### src/rtl/fetch_queue_pkg.sv
// fetch_queue_pkg: shared types for the fetch queue front end (FETCHQ_BYPASS_EN selects the bypass build)
package fetch_queue_pkg;
  localparam int FETCHQ_DEFAULT_DEPTH = 4;
  typedef logic [63:0] u64;
  typedef logic [31:0] u32;
  typedef struct packed {
    u64 pc;
    u32 instr;
  } fetchq_entry_t;
  typedef enum logic [1:0] {IDLE, FETCH, DROP} fetchq_state_t;
  typedef struct packed {
    logic valid;
    u64   addr;
  } ibus_req_t;
  typedef struct packed {
    logic addr_ok;
    logic data_ok;
    u32   data;
  } ibus_resp_t;
  function automatic u64 align4(input u64 a);
    return a & ~64'h3;
  endfunction
endpackage

### src/rtl/fetch_queue_fifo.sv
// fetchq_fifo: DEPTH-entry registered FIFO of fetched instructions with flush
module fetchq_fifo
  import fetch_queue_pkg::*;
#(
  parameter int DEPTH = FETCHQ_DEFAULT_DEPTH,
  localparam int AW = $clog2(DEPTH)
) (
  input  logic          clk,
  input  logic          reset,
  input  logic          push_i,
  input  logic          pop_i,
  input  logic          flush_i,
  input  fetchq_entry_t wdata_i,
  output fetchq_entry_t rdata_o,
  output logic          full_o,
  output logic          empty_o,
  output logic [AW:0]   count_o
);
  fetchq_entry_t mem_q [DEPTH];
  logic [AW:0] wp_q, wp_d, rp_q, rp_d;
  // pointer advance; flush empties the queue and overrides any pop
  always_comb begin
    wp_d = flush_i ? '0 : wp_q + {{AW{1'b0}}, push_i};
    rp_d = flush_i ? '0 : rp_q + {{AW{1'b0}}, pop_i};
  end
  // only the pointers are reset; storage contents are don't-care when empty
  always_ff @(posedge clk or posedge reset) begin
    if (reset) begin
      wp_q <= '0;
      rp_q <= '0;
    end else begin
      wp_q <= wp_d;
      rp_q <= rp_d;
    end
  end
  // entry write at the tail
  always_ff @(posedge clk) begin
    if (push_i && !flush_i) mem_q[wp_q[AW-1:0]] <= wdata_i;
  end
  assign empty_o = wp_q == rp_q;
  assign full_o  = (wp_q ^ rp_q) == {1'b1, {AW{1'b0}}};
  assign count_o = wp_q - rp_q;
  assign rdata_o = empty_o ? '0 : mem_q[rp_q[AW-1:0]];
endmodule

### src/rtl/fetch_queue.sv
// fetch_queue: PC generator, ibus request FSM and instruction FIFO; FETCHQ_BYPASS_EN enables empty-queue bypass
module fetch_queue
  import fetch_queue_pkg::*;
#(
  parameter int          DEPTH    = FETCHQ_DEFAULT_DEPTH,
  parameter logic [63:0] RESET_PC = 64'h8000_0000
) (
  input  logic        clk,
  input  logic        reset,
  output ibus_req_t   ireq,
  input  ibus_resp_t  iresp,
  input  logic        redirect_valid,
  input  logic [63:0] redirect_pc,
  output logic        deq_valid,
  input  logic        deq_ready,
  output logic [63:0] deq_pc,
  output logic [31:0] deq_instr,
  output logic [31:0] stall_cnt
);
  localparam int AW = $clog2(DEPTH);
  fetchq_state_t state_q, state_d;
  logic [63:0] pc_q, pc_d, addr_q, addr_d;
  logic [31:0] stall_q, stall_d;
  logic push, pop, accept, bypass, full, empty, unused_ok;
  logic [AW:0] count;
  fetchq_entry_t head;
  assign accept = state_q == FETCH && iresp.data_ok && !redirect_valid;
`ifdef FETCHQ_BYPASS_EN
  localparam logic [AW:0] DW = DEPTH[AW:0];
  logic [AW:0] occ;
  assign bypass    = accept && empty;
  assign occ       = count + {{AW{1'b0}}, push} - {{AW{1'b0}}, pop};
  assign unused_ok = iresp.addr_ok;
`else
  assign bypass    = 1'b0;
  assign unused_ok = ^{iresp.addr_ok, count};
`endif
  assign pop       = deq_ready && !empty && !redirect_valid;
  assign push      = accept && !(bypass && deq_ready);
  assign deq_valid = !empty || bypass;
  assign deq_pc    = bypass ? addr_q : head.pc;
  assign deq_instr = bypass ? iresp.data : head.instr;
  assign ireq      = '{valid: state_q != IDLE, addr: addr_q};
  assign stall_cnt = stall_q;
  fetchq_fifo #(.DEPTH(DEPTH)) u_fifo (
    .clk     (clk),
    .reset   (reset),
    .push_i  (push),
    .pop_i   (pop),
    .flush_i (redirect_valid),
    .wdata_i ('{pc: addr_q, instr: iresp.data}),
    .rdata_o (head),
    .full_o  (full),
    .empty_o (empty),
    .count_o (count)
  );
  // request FSM: issue from IDLE, hold address until data_ok, drop data after a redirect
  always_comb begin
    state_d = state_q;
    addr_d  = addr_q;
    case (state_q)
      IDLE: if (!redirect_valid && !full) begin
        state_d = FETCH;
        addr_d  = pc_q;
      end
      FETCH: if (iresp.data_ok) begin
        state_d = IDLE;
`ifdef FETCHQ_BYPASS_EN
        if (accept && occ != DW) begin
          state_d = FETCH;
          addr_d  = pc_q + 64'd4;
        end
`endif
      end else if (redirect_valid) state_d = DROP;
      DROP: state_d = iresp.data_ok ? IDLE : DROP;
      default: state_d = IDLE;
    endcase
  end
  // fetch PC and saturating stall counter
  always_comb begin
    pc_d    = redirect_valid ? align4(redirect_pc) : accept ? pc_q + 64'd4 : pc_q;
    stall_d = (ireq.valid && !iresp.data_ok && stall_q != '1) ? stall_q + 32'd1 : stall_q;
  end
  // state registers; reset abandons any bus transaction in flight
  always_ff @(posedge clk or posedge reset) begin
    if (reset) begin
      state_q <= IDLE;
      pc_q    <= RESET_PC;
      addr_q  <= RESET_PC;
      stall_q <= '0;
    end else begin
      state_q <= state_d;
      pc_q    <= pc_d;
      addr_q  <= addr_d;
      stall_q <= stall_d;
    end
  end
endmodule

### config.mk
export PLATFORM = sky130hd
export DESIGN_NAME = fetch_queue
export DESIGN_NICKNAME = d
export VERILOG_FILES = /design/src/rtl/fetch_queue_pkg.sv /design/src/rtl/fetch_queue_fifo.sv /design/src/rtl/fetch_queue.sv
export SDC_FILE = /design/constraint.sdc
export NUM_CORES = 1
export LEC_CHECK = 0
export CAP_MARGIN = 20
export CELL_PAD_IN_SITES_DETAIL_PLACEMENT = 0
export CELL_PAD_IN_SITES_GLOBAL_PLACEMENT = 1
export CORE_MARGIN = 4
export CORE_UTILIZATION = 50
export DETAILED_ROUTE_END_ITERATION = 16
export HOLD_SLACK_MARGIN = 0.05
export PLACE_DENSITY = 0.93
export SLEW_MARGIN = 10
export SYNTH_ARGS = -nofsm -noshare
export SYNTH_HDL_FRONTEND = slang
export SYNTH_SLANG_ARGS = --single-unit
### constraint.sdc
create_clock -name clk -period 30.3 [get_ports clk]
set_input_delay 6.06 -clock clk [delete_from_list [all_inputs] [get_ports clk]]
set_output_delay 6.06 -clock clk [all_outputs]
set_load 0.02 [all_outputs]
==> metrics.md, run 1 <==
| Metric | Value |
|---|---|
| Outcome | `finished, final reports clean` |
| Initial core utilization | `50.9%` |
| Number of synthesized register bits | `540` |
| Root buffer cell | `clkbuf_16` |
| Final period util | `33.8%` |
| Die height | `218 um` |
| # hold bufs at CTS | `0` |
| Unrepaired setup endpoints after global routing | `no` |
| CP required | `24.24 ns` |
| Comb power frac | `19.9%` |
| Slew @ Worst Pin | `1.01 ns` |
| Buffers added on ports | `288` |
| DR vias/cell | `5.64` |
| Grt ovf | `0` |
| Switching share of power | `27.6%` |
| IO Count | `296` |
| Synth top area share | `51.2%` |
| Count leader, synth | `edfxtp_1` |
| EDFF count, synth | `376` |
| Initial DRC count | `893` |
| Max IR drop VDD | `0.0411 mV` |
| Seq pwr share | `49.3%` |
| DR pass1 iterations | `5` |
| Synth area leaders | `edfxtp_1 51%, dfrtp_1 18%, mux4_2 9.6%` |
| CP max-delay cell | `buf_4` |
| Area of the die | `0.0476 mm2` |
| Cell family with most CP delay | `buffers and inverters` |
| Final Net Count | `1757` |
| Placed cell area | `0.0256 mm2` |
| Leakage | `0.00919 uW` |
| Residual DRC | `0` |
| Final TNS setup | `0 ns` |
| GRT Util Overall | `21.3%` |
| Primary FF master, synth | `edfxtp_1` |
| Synth area leader | `edfxtp_1` |
| Worst setup SP type | `register` |
| Routed Antenna Nets | `0` |
| Routed wire length per instance | `22.3 um` |
| Final Hold Vio Count | `0` |
| RR Startpoint | `u_fifo.rp_q[1]$_DFF_PP0_` |
| Vias after detailed routing | `12815` |
| CTS tree | `built` |
| Clock share of power | `30.8%` |
| Avg Cell Area, Syn | `16.4 um2` |
| Post-route cell area | `0.0273 mm2` |
| Period minus WS final | `10.24 ns` |
| Number of antenna violations at the first check in global routing | `7` |
| Global-route wire length before repair | `78400 um` |
| Final setup fails | `0` |
| Width of the die | `218 um` |
| Total of max-cap violations | `0` |
| Worst skew pair latency | `0.59 ns` |
| RePlAce Congestion | `0.813` |
| Core area | `0.0434 mm2` |
| Clk slew on worst S/H paths | `0.06 ns` |
| Max-Slew Margin vs Limit | `32.7%` |
| FFs w/ async S/R, synth | `30.4%` |
| Resize count post-CTS | `0` |
| Critical Path Sink Type | `output pin` |
| NetSw | `562 uW` |
| Worst Path Arrival | `4.18 ns` |
| Clk_skew | `0.0237 ns` |
| Largest net degree at the start of global routing | `95` |
| PwrDens | `74.7 mW/mm2` |
| Hold Crit Start | `stall_cnt[15]$_DFFE_PP0P_` |
| CP Launch Point | `u_fifo.rp_q[0]$_DFF_PP0_` |
| Mapped Cells | `1345` |
| Final HPWL DP | `32300 um` |
| Most frequent CP cell | `buf_4` |
| WS Path Type | `reg2out` |
| Dpl cells | `2175` |
| Max Freq | `97.6 MHz` |
| # H-tree levels | `2` |
| CP Max Fanout | `45` |
| Fin. max-slew vios | `0` |
| Distinct cells, synth | `59` |
| Row Count | `76` |
| Netlist Area Pre-Place | `0.0221 mm2` |
| Clk sink count | `540` |
| CP max stage delay | `0.82 ns` |
| CTS Buffer Depth | `3` |
| Setup bufs post-CTS | `0` |
| Int Pwr | `1470 uW` |
| Area grow syn2layout | `23.6%` |
| Number of global-route vias before repair | `13455` |
| Num CTS Buffers | `53` |
| Syn. warnings | `0` |
| Final wirelength | `50700 um` |
| Top post-synthesis cells by count | `376 x edfxtp_1, 162 x dfrtp_1, 98 x nor2b_1` |
| Worst Hold Class | `reg2reg` |
| Worst Path Buf+Inv | `3` |
| Crit-path cells | `buf_4, buf_4, mux4_2, nor2b_1, clkdlybuf4s50_1` |
| Sequential-to-total area share from yosys stat | `69.8%` |
| Final Non-Filler Cells | `2274` |
| Share of cells above drive strength 1 | `16.4%` |
[power groups by stage]
stage,Combinational [uW],Sequential (uW),Clock (uW)
5_1_grt,431,1020,678
3_5_place_dp,407,1020,0
3_3_place_gp,403,1010,0
6_report,404,1000,627
4_1_cts,410,1010,644
2_1_floorplan,165,1050,0
[kinds of logic (layout without fill, tap and decap cells)]
family | count (synthesis) | count (layout) | share of synthesized area, %
multiplexers | 158 | 158 | 12.9
AND/OR/NAND/NOR | 389 | 389 | 9.93
other | 1 | 5 | 0.0170
buffers and inverters | 78 | 418 | 1.44
adder cells (fa/ha/maj) | 9 | 9 | 0.510
AO/OA/AOI/OAI | 101 | 101 | 2.72
XOR/XNOR | 69 | 69 | 2.74
flip-flops | 540 | 540 | 69.8
[worst paths after layout]
path                                        endpoint  slack (ns)  cells past startpoint
max reg2reg                   addr_q[56]$_DFFE_PP0P_       26.88                      6
min in group asynchronous  stall_cnt[18]$_DFFE_PP0P_        6.05                      2
max in group asynchronous   u_fifo.rp_q[0]$_DFF_PP0_       22.69                      3
min                        stall_cnt[15]$_DFFE_PP0P_        0.50                      1
min reg2reg                stall_cnt[15]$_DFFE_PP0P_        0.50                      1
max                                       deq_pc[15]       20.06                      5
[cell type report]
type	count	area [um2]
fill	3159	16100
antenna	1	2.50
clock inverter	30	253
tap	585	732
timing repair buffer	309	3040
inverter	12	50.0
multi-input combinational	730	6390
clock buffer	67	1400
sequential	540	15400
[stage by stage]
stage	hold slack (ns)	utilization [%]	total power [uW]	setup slack (ns)
2_1_floorplan	0.505	-	1210	13.29
3_3_place_gp	0.483	59.0	1410	20.56
3_5_place_dp	0.492	59.1	1430	20.54
4_1_cts	0.507	62.9	2060	19.91
5_1_grt	0.523	62.9	2130	19.70
6_report	0.501	62.9	2040	20.06
[routing by layer]
metal	global-route usage (%)	vias up	wire, um
met4	4.49	14	873
met1	28.9	6532	21000
met2	34.9	420	24700
li1	-	5769	-
met5	0	-	98
met3	6.28	80	3970
[layout by cell type (no fill, tap or decap), drive strengths merged, types with 3 or more instances in the layout]
cell type        n
nand2           74
xnor2           38
nor2            42
and3             9
edfxtp         376
inv             14
o21ai           54
nor3            17
nand4           39
and4            10
nor4            13
mux2            62
a31oi           23
a21oi            3
nor2b           98
bufinv           4
and2             8
xor2            31
o31ai            9
conb             4
clkinv          23
or3             17
or2              4
mux4            94
clkbuf          68
clkdlybuf4s50  287
dfrtp          162
or4             14
nand3           35
buf             20
ha               9
[state kept, by name, summed over array words and instances (netlist names)]
signal / flops
u_fifo.mem_q: 376
addr_q: 62
pc_q: 62
stall_cnt: 32
u_fifo.rp_q: 3
u_fifo.wp_q: 3
state_q: 2
No activity file was read; power rests on OpenSTA's default activity.
==> run 2, diff against run 1 <==
Settings changed: CORE_UTILIZATION 50 to 42, PLACE_DENSITY 0.93 to 0.84.
Clock period 30.3 ns to 8.3 ns, I/O delays scaled along.
==> run 2 against run 1 <==
  * Critical endpoint is now deq_pc[10]
  * Sequential share of layout area shrank 0.74 points
  * Wire length up 5.8%
  * Hold slack better by 0.0033 ns
  * Register-to-register slack worse by 22 ns
  * Largest power group unchanged
  * Setup slack worse by 17 ns
==> metrics.md, run 2 (synthesized netlist as in run 1, its figures left out) <==
| Metric | Value |
|---|---|
| Outcome | `finished, final reports clean` |
| Clk_skew | `0.0134 ns` |
| Number of global-route vias before repair | `13488` |
| Root buffer cell | `clkbuf_16` |
| Max Freq | `183 MHz` |
| GRT Max-Usage Layer | `met2` |
| R2R cell count | `9` |
| Routed Antenna Nets | `0` |
| Most frequent cells in the layout | `376 x edfxtp_1, 287 x clkdlybuf4s50_1, 160 x dfrtp_1` |
| IO Count | `296` |
| CP Max Fanout | `47` |
| Buffers added on ports | `288` |
| NetSw | `2120 uW` |
| Number of antenna violations at the first check in global routing | `14` |
| Share of cells above drive strength 1 | `16.9%` |
| Residual DRC | `0` |
| Final Hold Vio Count | `0` |
| Row Count | `83` |
| Seq pwr share | `48.0%` |
| RePlAce Congestion | `0.801` |
| Clock share of power | `32.5%` |
| Routed wire length per instance | `22.5 um` |
| Grt met1 use | `25.1%` |
| Max-Slew Margin vs Limit | `30.9%` |
| Final TNS setup | `0 ns` |
| Fin. max-slew vios | `0` |
| Die height | `237 um` |
| Width of the die | `237 um` |
| Final wirelength | `53600 um` |
| Max IR drop VDD | `0.142 mV` |
| Unrepaired setup endpoints after global routing | `no` |
| CP required | `6.64 ns` |
| # H-tree levels | `2` |
| Worst setup SP type | `register` |
| GRT Util Overall | `19.0%` |
| Num CTS Buffers | `56` |
| Area grow syn2layout | `25.2%` |
| Resize count post-CTS | `0` |
| Clk sink count | `540` |
| Total of max-cap violations | `0` |
| Setup bufs post-CTS | `0` |
| DR pass1 iterations | `5` |
| Worst Path Arrival | `3.80 ns` |
| Area of the die | `0.0563 mm2` |
| Initial DRC count | `617` |
| DR vias/cell | `5.41` |
| Largest net degree at the start of global routing | `99` |
| Max FFs per register | `376` |
| Initial core utilization | `42.7%` |
| Global-route wire length before repair | `82800 um` |
| Worst Hold Class | `reg2reg` |
| Final Net Count | `1759` |
| M2 GR Usage | `30.9%` |
| Worst skew pair latency | `0.59 ns` |
| WS Path Type | `reg2out` |
| Final Non-Filler Cells | `2379` |
| CTS Buffer Depth | `3` |
| Grt ovf | `0` |
| Final HPWL DP | `33400 um` |
| Core area | `0.0516 mm2` |
| PwrDens | `277 mW/mm2` |
| Period minus WS final | `5.46 ns` |
| Final setup fails | `0` |
| Slew @ Worst Pin | `1.04 ns` |
| Int Pwr | `5520 uW` |
| CTS tree | `built` |
| Met3 usage in global routing | `6.66%` |
| Most common cell after layout, fill and taps aside | `edfxtp_1` |
| Final period util | `65.8%` |
| Leakage | `0.00929 uW` |
| # hold bufs at CTS | `0` |
| Dpl cells | `2269` |
| Comb power frac | `19.5%` |
| Critical Path Sink Type | `output pin` |
| Hold Path Depth | `1` |
| Clk slew on worst S/H paths | `0.06 ns` |
| Switching share of power | `27.7%` |
| Vias after detailed routing | `12875` |
run 2: changes by cell type in the layout (fill, tap and decap cells not counted), moves of 3 or more:
cell	previous run	this run
buf_12	0	3
diode_2	1	4
clkbuf_8	0	3
clkbuf_1	13	8
clkinvlp_4	1	4
buf_4	19	15
run 2: routing by layer:
| layer | part of all wire [%] | vias to the layer above |
|---|---|---|
| met5 | 0.26 | - |
| met4 | 1.6 | 20 |
| met3 | 8.4 | 88 |
| met2 | 48 | 400 |
| met1 | 42 | 6573 |
| li1 | - | 5794 |
run 2: power by group through the flow:
stage	clock (uW)	sequential, uW	combinational, uW
finish	2490	3670	1490
global route	2680	3720	1590
CTS	2560	3680	1520
detailed placement	0	3730	1510
global placement	0	3700	1490
floorplan	0	3810	605
run 2: critical path, cell delays in order, from the launching register on:
cell and delay [ns]:
dfrtp_4 0.49, buf_4 0.45, buf_4 0.84, mux4_2 0.59, nor2b_1 0.16, clkdlybuf4s50_1 0.59
run 2: area by class of cell:
type / count / area, um2
sequential: 540 / 15400
clock inverter: 38 / 365
tap: 680 / 851
fill: 4193 / 24000
clock buffer: 67 / 1470
multi-input combinational: 730 / 6410
inverter: 12 / 50.0
timing repair buffer: 308 / 3070
antenna: 4 / 10.0
run 2: through the flow:
step | total power (uW) | setup WS (ns) | area (um2) | utilization (%) | hold WS [ns]
finish | 7640 | 2.84 | 27600 | 53.5 | 0.504
CTS | 7750 | 2.24 | 27600 | 53.5 | 0.505
global placement | 5190 | 2.88 | 25700 | 49.9 | 0.483
detailed placement | 5240 | 2.90 | 25800 | 49.9 | 0.483
global route | 7990 | 2.49 | 27600 | 53.5 | 0.523
floorplan | 4420 | 0.443 | 22100 | - | 0.505
run 2: worst paths after layout:
check                                       endpoint                       from  slack [ns]
max                                       deq_pc[10]   u_fifo.rp_q[0]$_DFF_PP0_        2.84
min                        stall_cnt[11]$_DFFE_PP0P_  stall_cnt[11]$_DFFE_PP0P_        0.50
max reg2reg                 u_fifo.rp_q[2]$_DFF_PP0_   u_fifo.rp_q[1]$_DFF_PP0_        4.84
min reg2reg                stall_cnt[11]$_DFFE_PP0P_  stall_cnt[11]$_DFFE_PP0P_        0.50
max in group asynchronous   u_fifo.rp_q[0]$_DFF_PP0_                      reset        5.08
min in group asynchronous  stall_cnt[26]$_DFFE_PP0P_                      reset        1.65
==> run 3, diff against run 2 <==
Settings changed: CORE_UTILIZATION 42 to 46, PLACE_DENSITY 0.84 to 0.87.
Clock period 8.3 ns to 5.7 ns, I/O delays scaled along.
==> run 3 against run 2 <==
  * Combinational power rose by 44%
  * Clock power rose by 37%
  * Final area fell by 0.82%
  * Global-route usage rose by 0.87 points
  * Non-clock buffer count fell by 1
  * Register-to-register slack got worse by 2.4 ns
  * Sequential share of layout area rose by 0.46 points
  * Via count fell by 0.26%
==> metrics.md, run 3 (synthesized netlist as in run 1, its figures left out) <==
| Metric | Value |
|---|---|
| Outcome | `finished, final reports clean` |
| Worst setup SP type | `register` |
| Max FFs per register | `376` |
| Clk sink count | `540` |
| Grt ovf | `0` |
| Final setup fails | `0` |
| Area of the die | `0.0515 mm2` |
| Final period util | `82.4%` |
| Final TNS setup | `0 ns` |
| Residual DRC | `0` |
| Buffers added on ports | `288` |
| WS Path Type | `reg2out` |
| Die height | `227 um` |
| Clk slew on worst S/H paths | `0.06 ns` |
| Share of cells above drive strength 1 | `16.4%` |
| Slew @ Worst Pin | `0.979 ns` |
| Most common cell after layout, fill and taps aside | `edfxtp_1` |
| Number of global-route vias before repair | `13367` |
| Global-route wire length before repair | `78400 um` |
| Root buffer cell | `clkbuf_16` |
| Total of max-cap violations | `0` |
| GRT Util Overall | `19.8%` |
| RePlAce Congestion | `0.818` |
| Worst Hold Class | `reg2reg` |
| Leakage | `0.00921 uW` |
| RR Startpoint | `u_fifo.rp_q[1]$_DFF_PP0_` |
| Worst skew pair latency | `0.61 ns` |
| Worst Path Arrival | `3.56 ns` |
| Max-Slew Margin vs Limit | `34.6%` |
| Period minus WS final | `4.70 ns` |
| Num CTS Buffers | `56` |
| Clk_skew | `0.0163 ns` |
| Final HPWL DP | `32700 um` |
| WHS Endpoint | `stall_cnt[26]$_DFFE_PP0P_` |
| IO Count | `296` |
| DR vias/cell | `5.57` |
| Unrepaired setup endpoints after global routing | `no` |
| # H-tree levels | `2` |
| Number of fill cells | `3606` |
| CTS tree | `built` |
| Most frequent cells in the layout | `376 x edfxtp_1, 287 x clkdlybuf4s50_1, 160 x dfrtp_1` |
| Final Net Count | `1758` |
| Resize count post-CTS | `0` |
| Hold Crit Start | `stall_cnt[26]$_DFFE_PP0P_` |
| Max IR drop VDD | `0.242 mV` |
| Flop2flop setup slack | `2.48 ns` |
| Final wirelength | `51500 um` |
| Final Hold Vio Count | `0` |
| Largest net degree at the start of global routing | `100` |
| Area grow syn2layout | `24.2%` |
| Routed wire length per instance | `22.3 um` |
| Row Count | `79` |
| Number of antenna violations at the first check in global routing | `13` |
| Core area | `0.0470 mm2` |
| Initial core utilization | `47.0%` |
| # hold bufs at CTS | `0` |
| Critical R2R Capture | `u_fifo.rp_q[2]$_DFF_PP0_` |
| R2R cell count | `9` |
| Fin. max-slew vios | `0` |
| PwrDens | `398 mW/mm2` |
| Power Total | `10900 uW` |
| Final core utilization | `58.4%` |
| Hold Path Depth | `1` |
| Width of the die | `227 um` |
| Initial DRC count | `821` |
| CP Max Fanout | `52` |
| DR pass1 iterations | `4` |
| CTS Buffer Depth | `3` |
| Vias after detailed routing | `12842` |
| Max Freq | `213 MHz` |
| CP required | `4.56 ns` |
| Setup bufs post-CTS | `0` |
| Critical Path Sink Type | `output pin` |
| Routed Antenna Nets | `0` |
-- run 3: layer usage --
metal / vias up / share of wire, % / GRT usage [%]
met5: - / 0.18 / 0
met4: 16 / 2.1 / 5.50
met3: 84 / 7.2 / 6.00
met2: 348 / 48 / 32.5
met1: 6597 / 42 / 26.2
li1: 5797 / - / -
-- run 3: layout make-up --
class / instances / area (um2) / share of cell area, %
clock buffer: 73 / 1470 / 5.35
sequential: 540 / 15400 / 56.2
tap: 607 / 759 / 2.77
multi-input combinational: 730 / 6410 / 23.4
timing repair buffer: 307 / 3060 / 11.2
clock inverter: 32 / 245 / 0.895
inverter: 12 / 50.0 / 0.183
antenna: 4 / 10.0 / 0.0365
-- run 3: report_power, final --
part	total [uW]	leakage, uW	switching (uW)	internal, uW
combinational	2150	0.00299	1090	1060
clock	3410	0.000833	1490	1910
sequential	5340	0.00539	480	4860
total	10900	0.00921	3060	7830
-- run 3: worst max-delay path: stages (launching register included) --
cell and delay (ns):
dfrtp_4 0.88, buf_4 0.82, mux4_2 0.34, nor2b_1 0.20, clkdlybuf4s50_1 0.64
-- run 3: through the flow --
stage                     area, um2  setup WS [ns]  cells  hold slack, ns
after detailed placement      25700           1.56   2195           0.491
after CTS                     27400          0.897   2300           0.505
after global placement        25700           1.57   2194           0.482
final                         27400           1.00   2305           0.512
after global routing          27400          0.815   2301           0.520
after floorplan               22100          -1.64   1348           0.505
-- run 3: how the worst max path moves through the flow --
stage / startpoint / to / slack [ns] / depth (start not counted)
final: u_fifo.rp_q[1]$_DFF_PP0_ / deq_pc[16] / 1.00 / 4
after detailed placement: u_fifo.rp_q[1]$_DFF_PP0_ / deq_pc[26] / 1.56 / 5
after global placement: u_fifo.rp_q[1]$_DFF_PP0_ / deq_pc[41] / 1.57 / 5
after floorplan: redirect_valid / u_fifo.mem_q[0][0]$_DFFE_PP_ / -1.64 / 3
after global routing: u_fifo.rp_q[1]$_DFF_PP0_ / deq_pc[41] / 0.81 / 5
after CTS: u_fifo.rp_q[1]$_DFF_PP0_ / deq_pc[19] / 0.90 / 4
